===== config.mk =====
export PLATFORM = sky130hd
export DESIGN_NAME = ring_monitor_flat
export DESIGN_NICKNAME = d
export VERILOG_FILES = /design/src/rtl/ring_pkg.sv /design/src/rtl/ring_monitor_if.sv /design/src/rtl/ring_onehot_check.sv /design/src/rtl/ring_monitor.sv /design/src/flat_wrapper.sv
export SDC_FILE = /design/constraint.sdc
export NUM_CORES = 1
export LEC_CHECK = 0
export ABC_AREA = 1
export CELL_PAD_IN_SITES_DETAIL_PLACEMENT = 1
export CELL_PAD_IN_SITES_GLOBAL_PLACEMENT = 2
export CORE_MARGIN = 2
export CORE_UTILIZATION = 33
export CTS_BUF_LIST = sky130_fd_sc_hd__clkbuf_8 sky130_fd_sc_hd__clkbuf_16
export DETAILED_ROUTE_END_ITERATION = 16
export MAX_ROUTING_LAYER = met4
export PLACE_DENSITY = 0.92
export SYNTH_ARGS = -nofsm -noshare
export SYNTH_HDL_FRONTEND = slang
export SYNTH_HIERARCHICAL = 1
export SYNTH_SLANG_ARGS = --single-unit

===== constraint.sdc =====
create_clock -name clk -period 3 [get_ports clk]
set_input_delay 0.75 -clock clk [delete_from_list [all_inputs] [get_ports clk]]
set_output_delay 0.75 -clock clk [all_outputs]
set_load 0.02 [all_outputs]

===== src/rtl/ring_pkg.sv =====
// Shared definitions for the one-hot ring supervisor: FSM states, seed value
// and the rotate helper that the monitor and its bench model both rely on.
package ring_pkg;

    localparam int MAX_WIDTH     = 32;
    localparam int DEFAULT_WIDTH = 4;

    typedef enum logic [2:0] {
        ST_RESET,
        ST_CLEAR,
        ST_INJECT,
        ST_LOCKING,
        ST_LOCKED,
        ST_FAULT,
        ST_HALT
    } state_t;

    // Seed is the MSB alone; the ring then walks it down towards bit 0.
    function automatic logic [MAX_WIDTH-1:0] seed_of(input int unsigned w);
        return MAX_WIDTH'(1) << (w - 1);
    endfunction

    localparam logic [DEFAULT_WIDTH-1:0] SEED = 4'b1000;

    function automatic logic [MAX_WIDTH-1:0] ror1(input logic [MAX_WIDTH-1:0] v,
                                                  input int unsigned w);
        logic [MAX_WIDTH-1:0] r;
        r = v >> 1;
        if (v[0]) r = r | (MAX_WIDTH'(1) << (w - 1));
        return r;
    endfunction

endpackage


===== src/rtl/ring_monitor_if.sv =====
// Bundle between the ring counter and its supervisor: ring sample in,
// re-seed controls and status out.
interface ring_monitor_if #(
    parameter int WIDTH       = 4,
    parameter int REV_W       = 8,
    parameter int FAULT_LIMIT = 3
);
    localparam int PHASE_W = $clog2(WIDTH);
    localparam int ERR_W   = $clog2(FAULT_LIMIT + 1);

    logic [WIDTH-1:0]   ring;
    logic               ring_clr;
    logic               inject;
    logic [PHASE_W-1:0] phase;
    logic               phase_valid;
    logic               rev_tick;
    logic [REV_W-1:0]   rev_count;
    logic               locked;
    logic               fault;
    logic [ERR_W-1:0]   err_count;

    modport master (
        input  ring,
        output ring_clr, inject, phase, phase_valid, rev_tick,
               rev_count, locked, fault, err_count
    );

    modport slave (
        output ring,
        input  ring_clr, inject, phase, phase_valid, rev_tick,
               rev_count, locked, fault, err_count
    );

endinterface


===== src/rtl/ring_onehot_check.sv =====
// Combinational one-hot classifier: flags exactly-one-set and all-zero and
// encodes the position of the set bit.
module ring_onehot_check #(
    parameter  int WIDTH = 4,
    localparam int IDX_W = $clog2(WIDTH)
) (
    input  logic [WIDTH-1:0] vec,
    output logic             onehot,
    output logic             zero,
    output logic [IDX_W-1:0] index
);

    assign onehot = $onehot(vec);
    assign zero   = (vec == '0);

    always_comb begin
        index = '0;
        for (int i = 0; i < WIDTH; i++) begin
            if (vec[i]) index = IDX_W'(i);
        end
    end

endmodule


===== src/rtl/ring_monitor.sv =====
// Supervisor for a one-hot ring counter: verifies stepping, reports phase and
// revolutions, and re-seeds the ring through clear/inject when it misbehaves.
module ring_monitor
    import ring_pkg::*;
#(
    parameter int WIDTH       = 4,
    parameter int REV_W       = 8,
    parameter int LOCK_CYCLES = 4,
    parameter int FAULT_LIMIT = 3
) (
    input logic            clk,
    input logic            rst,
    ring_monitor_if.master bus
);

    localparam int PHASE_W = $clog2(WIDTH);
    localparam int ERR_W   = $clog2(FAULT_LIMIT + 1);
    localparam int LOCK_W  = $clog2(LOCK_CYCLES + 1);

    localparam logic [LOCK_W-1:0]    LOCK_LAST = LOCK_W'(LOCK_CYCLES - 1);
    localparam logic [LOCK_W-1:0]    LOCK_FULL = LOCK_W'(LOCK_CYCLES);
    localparam logic [ERR_W-1:0]     ERR_MAX   = ERR_W'(FAULT_LIMIT);
    localparam logic [MAX_WIDTH-1:0] SEED_WORD = seed_of(WIDTH);
    localparam logic [WIDTH-1:0]     SEED_VAL  = SEED_WORD[WIDTH-1:0];

    state_t             state;
    logic [WIDTH-1:0]   ring_q;
    logic [LOCK_W-1:0]  lock_cnt;
    logic [PHASE_W-1:0] phase_r;
    logic               phase_valid_r;
    logic               rev_tick_r;
    logic [REV_W-1:0]   rev_count_r;
    logic [ERR_W-1:0]   err_count_r;

    logic               onehot;
    logic               zero;
    logic [PHASE_W-1:0] index;
    logic               step_ok;
    logic               rev_hit;
    logic               good_sample;
    logic [ERR_W-1:0]   err_next;

    ring_onehot_check #(.WIDTH(WIDTH)) u_check (
        .vec    (bus.ring),
        .onehot (onehot),
        .zero   (zero),
        .index  (index)
    );

    // ring_q is zero-extended, so comparing full words keeps the upper bits quiet.
    assign step_ok     = onehot && !zero &&
                         (MAX_WIDTH'(bus.ring) == ror1(MAX_WIDTH'(ring_q), WIDTH));
    assign rev_hit     = step_ok && ring_q[0] && bus.ring[WIDTH-1];
    assign good_sample = (lock_cnt == '0) ? (bus.ring == SEED_VAL) : step_ok;
    assign err_next    = (err_count_r >= ERR_MAX) ? err_count_r : err_count_r + 1'b1;

    always_ff @(posedge clk or posedge rst) begin
        if (rst) begin
            state         <= ST_RESET;
            ring_q        <= '0;
            lock_cnt      <= '0;
            phase_r       <= '0;
            phase_valid_r <= 1'b0;
            rev_tick_r    <= 1'b0;
            rev_count_r   <= '0;
            err_count_r   <= '0;
        end else begin
            ring_q        <= bus.ring;
            phase_valid_r <= 1'b0;
            rev_tick_r    <= 1'b0;
            case (state)
                ST_RESET:  state <= ST_CLEAR;
                ST_CLEAR:  state <= ST_INJECT;
                ST_INJECT: begin
                    state    <= ST_LOCKING;
                    lock_cnt <= '0;
                end
                ST_LOCKING: begin
                    if (!good_sample) begin
                        state       <= ST_FAULT;
                        err_count_r <= err_next;
                    end else if (lock_cnt == LOCK_LAST) begin
                        state       <= ST_LOCKED;
                        lock_cnt    <= LOCK_FULL;
                        rev_count_r <= '0;
                    end else begin
                        lock_cnt <= lock_cnt + 1'b1;
                    end
                end
                ST_LOCKED: begin
                    if (step_ok) begin
                        phase_r       <= index;
                        phase_valid_r <= 1'b1;
                        if (rev_hit) begin
                            rev_tick_r  <= 1'b1;
                            rev_count_r <= rev_count_r + 1'b1;
                        end
                    end else begin
                        state       <= ST_FAULT;
                        err_count_r <= err_next;
                    end
                end
                ST_FAULT:  state <= (err_count_r >= ERR_MAX) ? ST_HALT : ST_CLEAR;
                ST_HALT:   state <= ST_HALT;
                default:   state <= ST_RESET;
            endcase
        end
    end

    assign bus.ring_clr    = (state == ST_CLEAR);
    assign bus.inject      = (state == ST_INJECT);
    assign bus.locked      = (state == ST_LOCKED);
    assign bus.fault       = (state == ST_FAULT) || (state == ST_HALT);
    assign bus.phase       = phase_r;
    assign bus.phase_valid = phase_valid_r;
    assign bus.rev_tick    = rev_tick_r;
    assign bus.rev_count   = rev_count_r;
    assign bus.err_count   = err_count_r;

endmodule


===== src/flat_wrapper.sv =====
// flat-port wrapper written by rule: the top's interface ports become plain ports
module ring_monitor_flat import ring_pkg::*;
#(
    parameter int WIDTH       = 4,
    parameter int REV_W       = 8,
    parameter int LOCK_CYCLES = 4,
    parameter int FAULT_LIMIT = 3
)
  (clk, rst, bus_ring, bus_ring_clr, bus_inject, bus_phase, bus_phase_valid, bus_rev_tick, bus_rev_count, bus_locked, bus_fault, bus_err_count);
  ring_monitor_if #(.WIDTH(WIDTH), .REV_W(REV_W), .FAULT_LIMIT(FAULT_LIMIT)) bus_i ();
  input logic clk;
  input logic rst;
  input wire logic [$bits(bus_i.ring)-1:0] bus_ring;
  output wire logic [$bits(bus_i.ring_clr)-1:0] bus_ring_clr;
  output wire logic [$bits(bus_i.inject)-1:0] bus_inject;
  output wire logic [$bits(bus_i.phase)-1:0] bus_phase;
  output wire logic [$bits(bus_i.phase_valid)-1:0] bus_phase_valid;
  output wire logic [$bits(bus_i.rev_tick)-1:0] bus_rev_tick;
  output wire logic [$bits(bus_i.rev_count)-1:0] bus_rev_count;
  output wire logic [$bits(bus_i.locked)-1:0] bus_locked;
  output wire logic [$bits(bus_i.fault)-1:0] bus_fault;
  output wire logic [$bits(bus_i.err_count)-1:0] bus_err_count;
  assign bus_i.ring = bus_ring;
  assign bus_ring_clr = bus_i.ring_clr;
  assign bus_inject = bus_i.inject;
  assign bus_phase = bus_i.phase;
  assign bus_phase_valid = bus_i.phase_valid;
  assign bus_rev_tick = bus_i.rev_tick;
  assign bus_rev_count = bus_i.rev_count;
  assign bus_locked = bus_i.locked;
  assign bus_fault = bus_i.fault;
  assign bus_err_count = bus_i.err_count;
  ring_monitor #(.WIDTH(WIDTH), .REV_W(REV_W), .LOCK_CYCLES(LOCK_CYCLES), .FAULT_LIMIT(FAULT_LIMIT)) u_core (.clk(clk), .rst(rst), .bus(bus_i));
endmodule

# Yosys cells after proc, flatten, opt, wreduce, memory -nomap -nowiden
# Cells that the tools add are included.
[classes]
shift = 0
reduce_logical = 16
eq_ne = 17
multipliers = 0
bitwise = 0
div_mod_pow = 0
addsub = 6
n_lt_le_gt_ge = 1
n_mux = 27
[op_table]
columns = ["cell", "n"]
rows = [
  ["4-bit by 32-bit equality test with 1-bit output", 1],
  ["8-bit two-way mux", 4],
  ["3-bit case mux with 7 select lines", 1],
  ["3-bit two-way mux", 6],
  ["8-bit case mux with 2 select lines", 1],
  ["2-bit two-way mux", 5],
  ["3-bit by 2-bit equality test with 1-bit output, second input constant", 3],
  ["3-bit equality test, second input constant", 3],
  ["8-bit by 1-bit adder with 8-bit output, second input constant", 1],
  ["2-bit by 1-bit != test with 1-bit output, second input constant", 4],
  ["1-bit two-way mux", 7],
  ["3-bit by 1-bit equality test with 1-bit output, second input constant", 2],
  ["3-bit logical NOT", 2],
  ["3-bit case mux with 2 select lines", 1],
  ["2-bit AND reduction", 3],
  ["5-bit AND reduction", 1],
  ["1-bit by 1-bit adder with 2-bit output", 2],
  ["4-bit equality test, second input constant", 1],
  ["1-bit logical AND", 4],
  ["4-bit logical NOT", 1],
  ["4-bit two-way mux", 1],
  ["2-bit != test, second input constant", 2],
  ["2-bit case mux with 2 select lines", 1],
  ["2-bit nonzero test", 2],
  ["8 further kinds", 8],
]
[word_totals]
romBits = 0
output_inout_bits = 18
elab_cells = 75
reg_bits = 24
latch_bits = 0
mem_bits_rw = 0
n_memories = 0
in_bits = 6

# Logic depth before layout (Yosys ltp)
# Gate-level depths: netlist (run 1).
[depth]
ltp_word = 10
ltp_mapped = 18
ltp_nobuf = 18

# Hierarchy
# The synthesis (run 1) kept the hierarchy.
[modules_own_cells]
columns = ["module", "seq_area_each_um2", "n_inst", "cells_each", "area_each_um2"]
rows = [
  ["ring_monitor", 600.6, 1, 177, 1378.8],
  ["ring_onehot_check", 0.0, 1, 18, 115.1],
]

# Worst setup path after synthesis (run 1)
# OpenSTA, ideal clock, no wires.
[synth_path]
path_kind = "input to register"
from = "input bus_ring[0]"
to = "register u_core.rev_count_r[3], in the netlist u_core/bus.rev_count[3]"
setup_slack_ns = 0.036
cell_stages = 17
t_arrival_ns = 2.847
t_required_ns = 2.882
setup_ns = 0.118
path_buffers = 0
cell_sequence = "inv_1 -> fa_1 -> inv_1 -> ha_1 -> ha_1 -> inv_1 -> nand2_1 -> nor2_1 -> inv_1 -> nor2_1 -> nand2_1 -> nor2_2 -> nand4_1 -> a21oi_4 -> nand2_4 -> nand2_1 -> nand2_1"
[synth_between]
elab_chain_len = 9
word_cells_on_any_way = 16
cone_classes = "add/sub: 2; eq/ne: 6; mux: 1; reduce/logical: 7"
[synth_rtl]
columns = ["item", "line", "rtl"]
rows = [
  ["start: declaration", "flat_wrapper.sv:13", "input wire logic [$bits(bus_i.ring)-1:0] bus_ring;"],
  ["1-bit by 1-bit adder with 2-bit output (not written as such) (*)", "ring_onehot_check.sv:13", "assign onehot = $onehot(vec);"],
  ["3-bit by 2-bit adder with 3-bit output (not written as such) (*)", "ring_onehot_check.sv:13", ""],
  ["3-bit by 1-bit equality test with 1-bit output (*)", "ring_onehot_check.sv:13", ""],
  ["named net u_core.onehot", "ring_monitor.sv:35", "logic onehot;"],
  ["1-bit logical AND (*) (2 in a row)", "ring_monitor.sv:51", "assign step_ok = onehot && !zero &&"],
  ["1-bit logical AND (2 in a row)", "ring_monitor.sv:53", "assign rev_hit = step_ok && ring_q[0] && bus.ring[WIDTH-1];"],
  ["2-bit by 1-bit != test with 1-bit output (no source line)", "n/a", ""],
  ["5-bit AND reduction (no source line) (*)", "n/a", ""],
  ["end signal: assignment", "ring_monitor.sv:96", "rev_count_r <= rev_count_r + 1'b1;"],
  ["end: declaration", "ring_monitor.sv:32", "logic [REV_W-1:0] rev_count_r;"],
]
# The timed path passes the listed nets; every way through them passes the cells marked *.
# A chain may end at the register's enable or synchronous reset.

# Worst setup path after layout (run 1)
[layout_path]
from = "input bus_ring[3]"
to = "register u_core.rev_count_r[3], in the netlist u_core/bus.rev_count[3]"
# The elaborated chain is that of the path after synthesis.

==> impl_metrics.env, run 1 <==
export IMPL_r2r_end="u_core/bus.rev_count[7]"
export IMPL_reg2reg_setup_slack_ns=1.45
export IMPL_area_growth_pct=33.6
export IMPL_ys_top_cells_by_count="nand2_1, inv_1, dfrtp_1"
export IMPL_clock_latency_ns=0.26
export IMPL_detail_route_vias_per_cell=4.66
export IMPL_p_int_uw=753
export IMPL_dr_pass1_iters=4
export IMPL_ios=24
export IMPL_hpwlAfterDp_mm=2.80
export IMPL_fin_crit_ns=2.83
export IMPL_rr_startpoint="u_core/lock_cnt[0]"
export IMPL_combinationalPowerShare=0.520
export IMPL_ys_types=25
export IMPL_synth_enable_flop_cells=0
export IMPL_port_buffers=23
export IMPL_drt_total_wl_mm=3.48
export IMPL_hold_viol=0
export IMPL_die_height_um=71.3
export IMPL_diodes=0
export IMPL_cts_buffer_depth=2
export IMPL_grt_start_max_net_pins=25
export IMPL_fin_crit_sh=0.944
export IMPL_grt_first_pass_wirelength_mm=6.33
export IMPL_ant_nets=0
export IMPL_synth_area_leaders="dfrtp_1, nand2_1, ha_1"
export IMPL_critPathMaxStageDelay_ns=0.49
export IMPL_root_buffer="clkbuf_8"
export IMPL_crit_chain="buf_2 > inv_2 > fa_1 > inv_1 > ha_2 > ha_4 > inv_1 > nand2_1 > nor2_1 > inv_1 > nor2_1 > nand2_1 > nor2_2 > nand4_1 > a21oi_4 > nand2_4 > nand2_2 > nand2_1"
export IMPL_via_count=1352
export IMPL_synth_area_per_cell_um2=7.66
export IMPL_ys_warn_count=6
export IMPL_worst_setup_path_start_kind="primary input"
export IMPL_p_leak_nw=1.01
export IMPL_max_freq_ghz=0.353
export IMPL_routedWlPerCell_um=12.0
export IMPL_initial_core_util=0.343
export IMPL_clkSinkCount=24
export IMPL_numCtsBuffers=3
export IMPL_grt_use_total=0.156
export IMPL_maxCapViolCount=0
export IMPL_h_tree_depth=1
export IMPL_finalSetupViolCount=0
export IMPL_postPlaceCellArea_mm2=0.00191
export IMPL_drt_iter0_markers=41
export IMPL_hp_class="register to register"
export IMPL_drc_errors=0
export IMPL_yosysMostFrequentCell="nand2_1"
export IMPL_synth_area_mm2=0.00149
export IMPL_design_area_mm2=0.00200
export IMPL_holdWs_ns=0.495
export IMPL_crit_path_top_delay_cell="fa_1"
export IMPL_syn_nets=210
export IMPL_path_clk_slew_ns=0.08
export IMPL_ff2ff_path_depth=9
export IMPL_drive_gt1_frac=0.231
export IMPL_syn_inst=195
export IMPL_ys_flop_type="dfrtp_1"
export IMPL_cts_hold_buf=0
export IMPL_switchingPower_uw=555
export IMPL_gp_congestion=0.735
export IMPL_cp_end_kind="register"
export IMPL_path_max_fanout=8
export IMPL_clock_skew_final_ns=0.00405
export IMPL_timing_setup_critical_path_class="primary input to register"
export IMPL_synth_yosys_seq_area_share=0.402
export IMPL_nets=255
export IMPL_hold_path_startpoint="u_core/bus.phase[0]"
export IMPL_num_rows=24
export IMPL_synth_seq_cells=24
export IMPL_holdPathEnd="u_core/bus.phase[0]"
export IMPL_core_area_mm2=0.00435
export IMPL_critPathArrivalTime_ns=2.98
export IMPL_p_total_mw=1.31
export IMPL_die_w_um=71.3
export IMPL_synth_top_area_share=0.402
export IMPL_fp_dieArea_mm2=0.00508
export IMPL_cp_required_ns=3.15
export IMPL_peakVddDrop_v=0.000413
export IMPL_max_slew_margin=0.735
export IMPL_grt_pass1_vias=1433
export IMPL_swShare=0.424
export IMPL_post_route_util=0.458
export IMPL_min_delay_path_depth=2
export IMPL_pwr_share_seq=0.337
export IMPL_synth_top_cell_by_area="dfrtp_1"
export IMPL_cts_tree="done"
export IMPL_worstMarginPinSlew_ns=0.394
export IMPL_power_frac_clock=0.143
export IMPL_gr_total_overflow=0
export IMPL_timing_final_max_slew_violations=0
export IMPL_async_flop_share=1.00
export IMPL_antenna_found_initial=0
export IMPL_status="finished, final reports clean"
export IMPL_power_density_mw_per_mm2=655
## flip-flops by register name (all words and copies together) (netlist names)
| register | cells |
|---|---|
| u_core/bus.rev_count | 8 |
| u_core/ring_q | 4 |
| u_core/lock_cnt | 3 |
| u_core/state | 3 |
| u_core/bus.err_count | 2 |
| u_core/bus.phase | 2 |
| u_core/bus.phase_valid | 1 |
| u_core/bus.rev_tick | 1 |
## power by group through the flow
stage / combinational, mW / clock (mW) / sequential, mW
detailed placement: 0.668 / 0 / 0.448
floorplan: 0.391 / 0 / 0.465
CTS: 0.685 / 0.198 / 0.442
finish: 0.680 / 0.187 / 0.441
global placement: 0.650 / 0 / 0.446
global route: 0.760 / 0.207 / 0.454
## layout make-up
class / count / area (um^2)
well taps: 52 / 65.1
flip-flops and latches: 24 / 601
inverters: 32 / 123
multi-input cells: 139 / 801
clock buffers: 3 / 41.3
fillers: 538 / 2360
repair buffers: 40 / 365
## critical path, delay by kind of cell
| family | cells | cell delay, ns |
|---|---|---|
| adder cells (fa/ha/maj) | 3 | 0.90 |
| AO/OA/AOI/OAI | 1 | 0.24 |
| buffers and inverters | 5 | 0.26 |
| AND/OR/NAND/NOR | 9 | 0.83 |
## layout by cell type, fill, tap and decap left out, types with 2 or more instances in the layout
| cell | n |
|---|---|
| nand2_1 | 52 |
| buf_2 | 2 |
| clkbuf_8 | 3 |
| o21ai_0 | 5 |
| inv_2 | 7 |
| buf_4 | 15 |
| ha_1 | 6 |
| clkdlybuf4s50_1 | 20 |
| nand4_1 | 3 |
| nor2_1 | 17 |
| nand3_1 | 19 |
| dfrtp_1 | 24 |
| inv_1 | 24 |
| nand2_4 | 3 |
| nor3_1 | 5 |
| buf_6 | 2 |
| xor2_1 | 2 |
| nand3b_1 | 2 |
| nand2_2 | 10 |
| nor2_2 | 4 |
## cells by family after synthesis
kind of cell / after synthesis / synth area share
xor gates and xnor gates: 3 / 0.0176
and+or+nand+nor: 119 / 0.382
buffers and inverters: 32 / 0.0821
DFF: 24 / 0.402
adders and majority gates: 9 / 0.0804
AOI/OAI and AO/OA: 8 / 0.0360
## per-stage QoR
step / cells / setup TNS [ns] / setup slack [ns]
after floorplan: 195 / 0 / 0.0355
after global placement: 284 / -8.31 / -0.481
after detailed placement: 284 / -10.34 / -0.594
after CTS: 289 / 0 / 0.0231
after global routing: 290 / -0.00219 / -0.00219
final: 290 / 0 / 0.169
## routing by layer
| metal | wire length (um) | GRT usage | up-vias |
|---|---|---|---|
| met5 | 0 | - | - |
| met4 | 38 | 0.0377 | 0 |
| met3 | 76 | 0.0169 | 4 |
| met2 | 1780 | 0.275 | 15 |
| met1 | 1590 | 0.193 | 637 |
| li1 | - | - | 696 |
## what timing repair did
action                     in CTS  in global routing
pin swaps                      10                  9
setup endpoints to repair      19                 17
gates resized for setup        18                  6
buffers inserted                2                  1
## worst max path at each step
stage                     start                       to  slack, ns  depth (start not counted)
floorplan           bus_ring[0]  u_core/bus.rev_count[3]       0.04                         17
global route        bus_ring[3]  u_core/bus.rev_count[3]     -0.002                         18
CTS                 bus_ring[0]  u_core/bus.rev_count[3]       0.02                         18
global placement    bus_ring[0]  u_core/bus.rev_count[1]      -0.48                         18
finish              bus_ring[3]  u_core/bus.rev_count[3]       0.17                         18
detailed placement  bus_ring[0]  u_core/bus.rev_count[3]      -0.59                         18
Note: power is estimated with default switching activity, not from simulation.
==> inputs of run 2 (changes only) <==
- CORE_UTILIZATION: 33 -> 30
- PLACE_DENSITY: 0.92 -> 0.86
- clock period: 3 -> 2.7 ns (I/O delays scaled with it)
==> impl_metrics.env, run 2 (same netlist as run 1, synthesis figures left out) <==
export IMPL_power_density_mw_per_mm2=731
export IMPL_clock_latency_ns=0.27
export IMPL_layout_common_cells="nand2_1, dfrtp_1, inv_1, clkdlybuf4s50_1, nor2_1"
export IMPL_drc_errors=0
export IMPL_root_buffer="clkbuf_8"
export IMPL_timing_setup_critical_path_class="primary input to register"
export IMPL_dr_pass1_iters=4
export IMPL_fin_crit_sh=1.02
export IMPL_fin_cells=308
export IMPL_initial_core_util=0.314
export IMPL_port_buffers=23
export IMPL_combinationalPowerShare=0.524
export IMPL_max_freq_ghz=0.365
export IMPL_cp_end_kind="register"
export IMPL_pwr_share_seq=0.315
export IMPL_cts_buffer_depth=2
export IMPL_hp_class="register to register"
export IMPL_worstMarginPinSlew_ns=0.330
export IMPL_core_area_mm2=0.00475
export IMPL_p_int_uw=892
export IMPL_die_height_um=74.6
export IMPL_max_slew_margin=0.780
export IMPL_path_clk_slew_ns=0.09
export IMPL_largest_reg_flops=8
export IMPL_grt_pass1_vias=1478
export IMPL_antenna_found_initial=0
export IMPL_critPathArrivalTime_ns=2.90
export IMPL_cp_required_ns=2.86
export IMPL_gp_congestion=0.741
export IMPL_switchingPower_uw=665
export IMPL_ant_nets=0
export IMPL_post_route_util=0.448
export IMPL_peakVddDrop_v=0.000465
export IMPL_grt_use_total=0.157
export IMPL_detail_route_vias_per_cell=4.46
export IMPL_setup_ws_ns=-0.0429
export IMPL_gr_total_overflow=0
export IMPL_drt_total_wl_mm=3.61
export IMPL_ios=24
export IMPL_nets=257
export IMPL_timing_final_max_slew_violations=0
export IMPL_num_rows=25
export IMPL_rsz0062_at_grt="true"
export IMPL_numCtsBuffers=3
export IMPL_drt_iter0_markers=30
export IMPL_grt_first_pass_wirelength_mm=6.69
export IMPL_cts_hold_buf=0
export IMPL_clkSinkCount=24
export IMPL_fp_dieArea_mm2=0.00556
export IMPL_area_growth_pct=42.7
export IMPL_placed_cells=300
export IMPL_die_w_um=74.6
export IMPL_h_tree_depth=1
export IMPL_hold_viol=0
export IMPL_swShare=0.427
export IMPL_maxCapViolCount=0
export IMPL_final_common_cell="nand2_1"
export IMPL_grt_start_max_net_pins=25
export IMPL_power_frac_clock=0.160
export IMPL_violations="setup timing"
export IMPL_cts_tree="done"
export IMPL_path_max_fanout=8
export IMPL_n_fill_cell=593
export IMPL_diodes=0
export IMPL_routedWlPerCell_um=11.7
export IMPL_fin_crit_ns=2.74
export IMPL_p_leak_nw=1.06
export IMPL_finalSetupViolCount=11
export IMPL_worst_setup_path_start_kind="primary input"
export IMPL_status="finished with violations"
export IMPL_via_count=1373
export IMPL_hpwlAfterDp_mm=2.79
export IMPL_clock_skew_final_ns=0.00400
export IMPL_drive_gt1_frac=0.299
-- run 2: cell count changes in the layout (fill, tap and decap cells not counted), sizes merged --
cell | before | now
clkbuf | 3 | 4
buf | 20 | 22
-- run 2: metal layers --
layer | GRT usage | wire length (um) | vias up
met5 | - | 0 | -
met4 | 0.0179 | 8 | 0
met3 | 0.0325 | 106 | 2
met2 | 0.278 | 1850 | 17
met1 | 0.189 | 1650 | 654
li1 | - | - | 700
-- run 2: cell type report --
class	count	area (um^2)	share of cell area
tap	67	83.8	0.0393
timing repair buffer	42	394	0.185
inverter	32	140	0.0657
multi-input combinational	139	858	0.403
clock buffer	4	55.1	0.0258
sequential	24	601	0.282
-- run 2: power groups by stage --
stage | logic, mW | registers (mW) | clock network [mW]
final | 0.817 | 0.491 | 0.250
after CTS | 0.813 | 0.494 | 0.264
after global placement | 0.743 | 0.497 | 0
after floorplan | 0.440 | 0.517 | 0
after detailed placement | 0.759 | 0.500 | 0
after global routing | 0.909 | 0.507 | 0.277
-- run 2: stage by stage --
stage               total power, mW  setup slack (ns)  cell area, um^2  hold WS (ns)  TNS [ns]
floorplan                     0.957           -0.0952             1520         0.475    -0.720
global placement               1.24            -0.781             1960         0.472    -14.31
detailed placement             1.26            -0.847             1960         0.478    -15.44
CTS                            1.57           -0.0752             2090         0.507    -0.761
global route                   1.69            -0.227             2130         0.555     -3.25
finish                         1.56           -0.0429             2130         0.495    -0.282
-- run 2: worst max-delay path, stage by stage --
cell and delay, ns:
buf_8 0.08, inv_6 0.03, fa_1 0.53, inv_1 0.04
ha_2 0.17, ha_4 0.21, inv_2 0.04, nand2_1 0.04
nor2_1 0.08, inv_1 0.04, nor2_1 0.08, nand2_1 0.06
nor2_2 0.11, buf_4 0.13, nand4_1 0.13, nand3_2 0.18
nand2_4 0.13, nand2_2 0.09, nand2_1 0.05
-- run 2: worst paths after layout --
kind	start	to	slack [ns]	cells after the start
max	bus_ring[1]	u_core/bus.rev_count[5]	-0.04	19
max reg2reg	u_core/state[2]	u_core/bus.rev_count[5]	1.09	8
min reg2reg	u_core/bus.phase[0]	u_core/bus.phase[0]	0.50	2
min in group asynchronous	rst	u_core/bus.rev_count[7]	0.76	3
min	u_core/bus.phase[0]	u_core/bus.phase[0]	0.50	2
max in group asynchronous	rst	u_core/state[1]	1.69	3
-- run 2: timing repair --
| action | in CTS | in global routing |
|---|---|---|
| gates resized for setup | 30 | 12 |
| setup buffers | 3 | 1 |
| pin swaps | 16 | 15 |
| setup endpoints to repair | 20 | 19 |
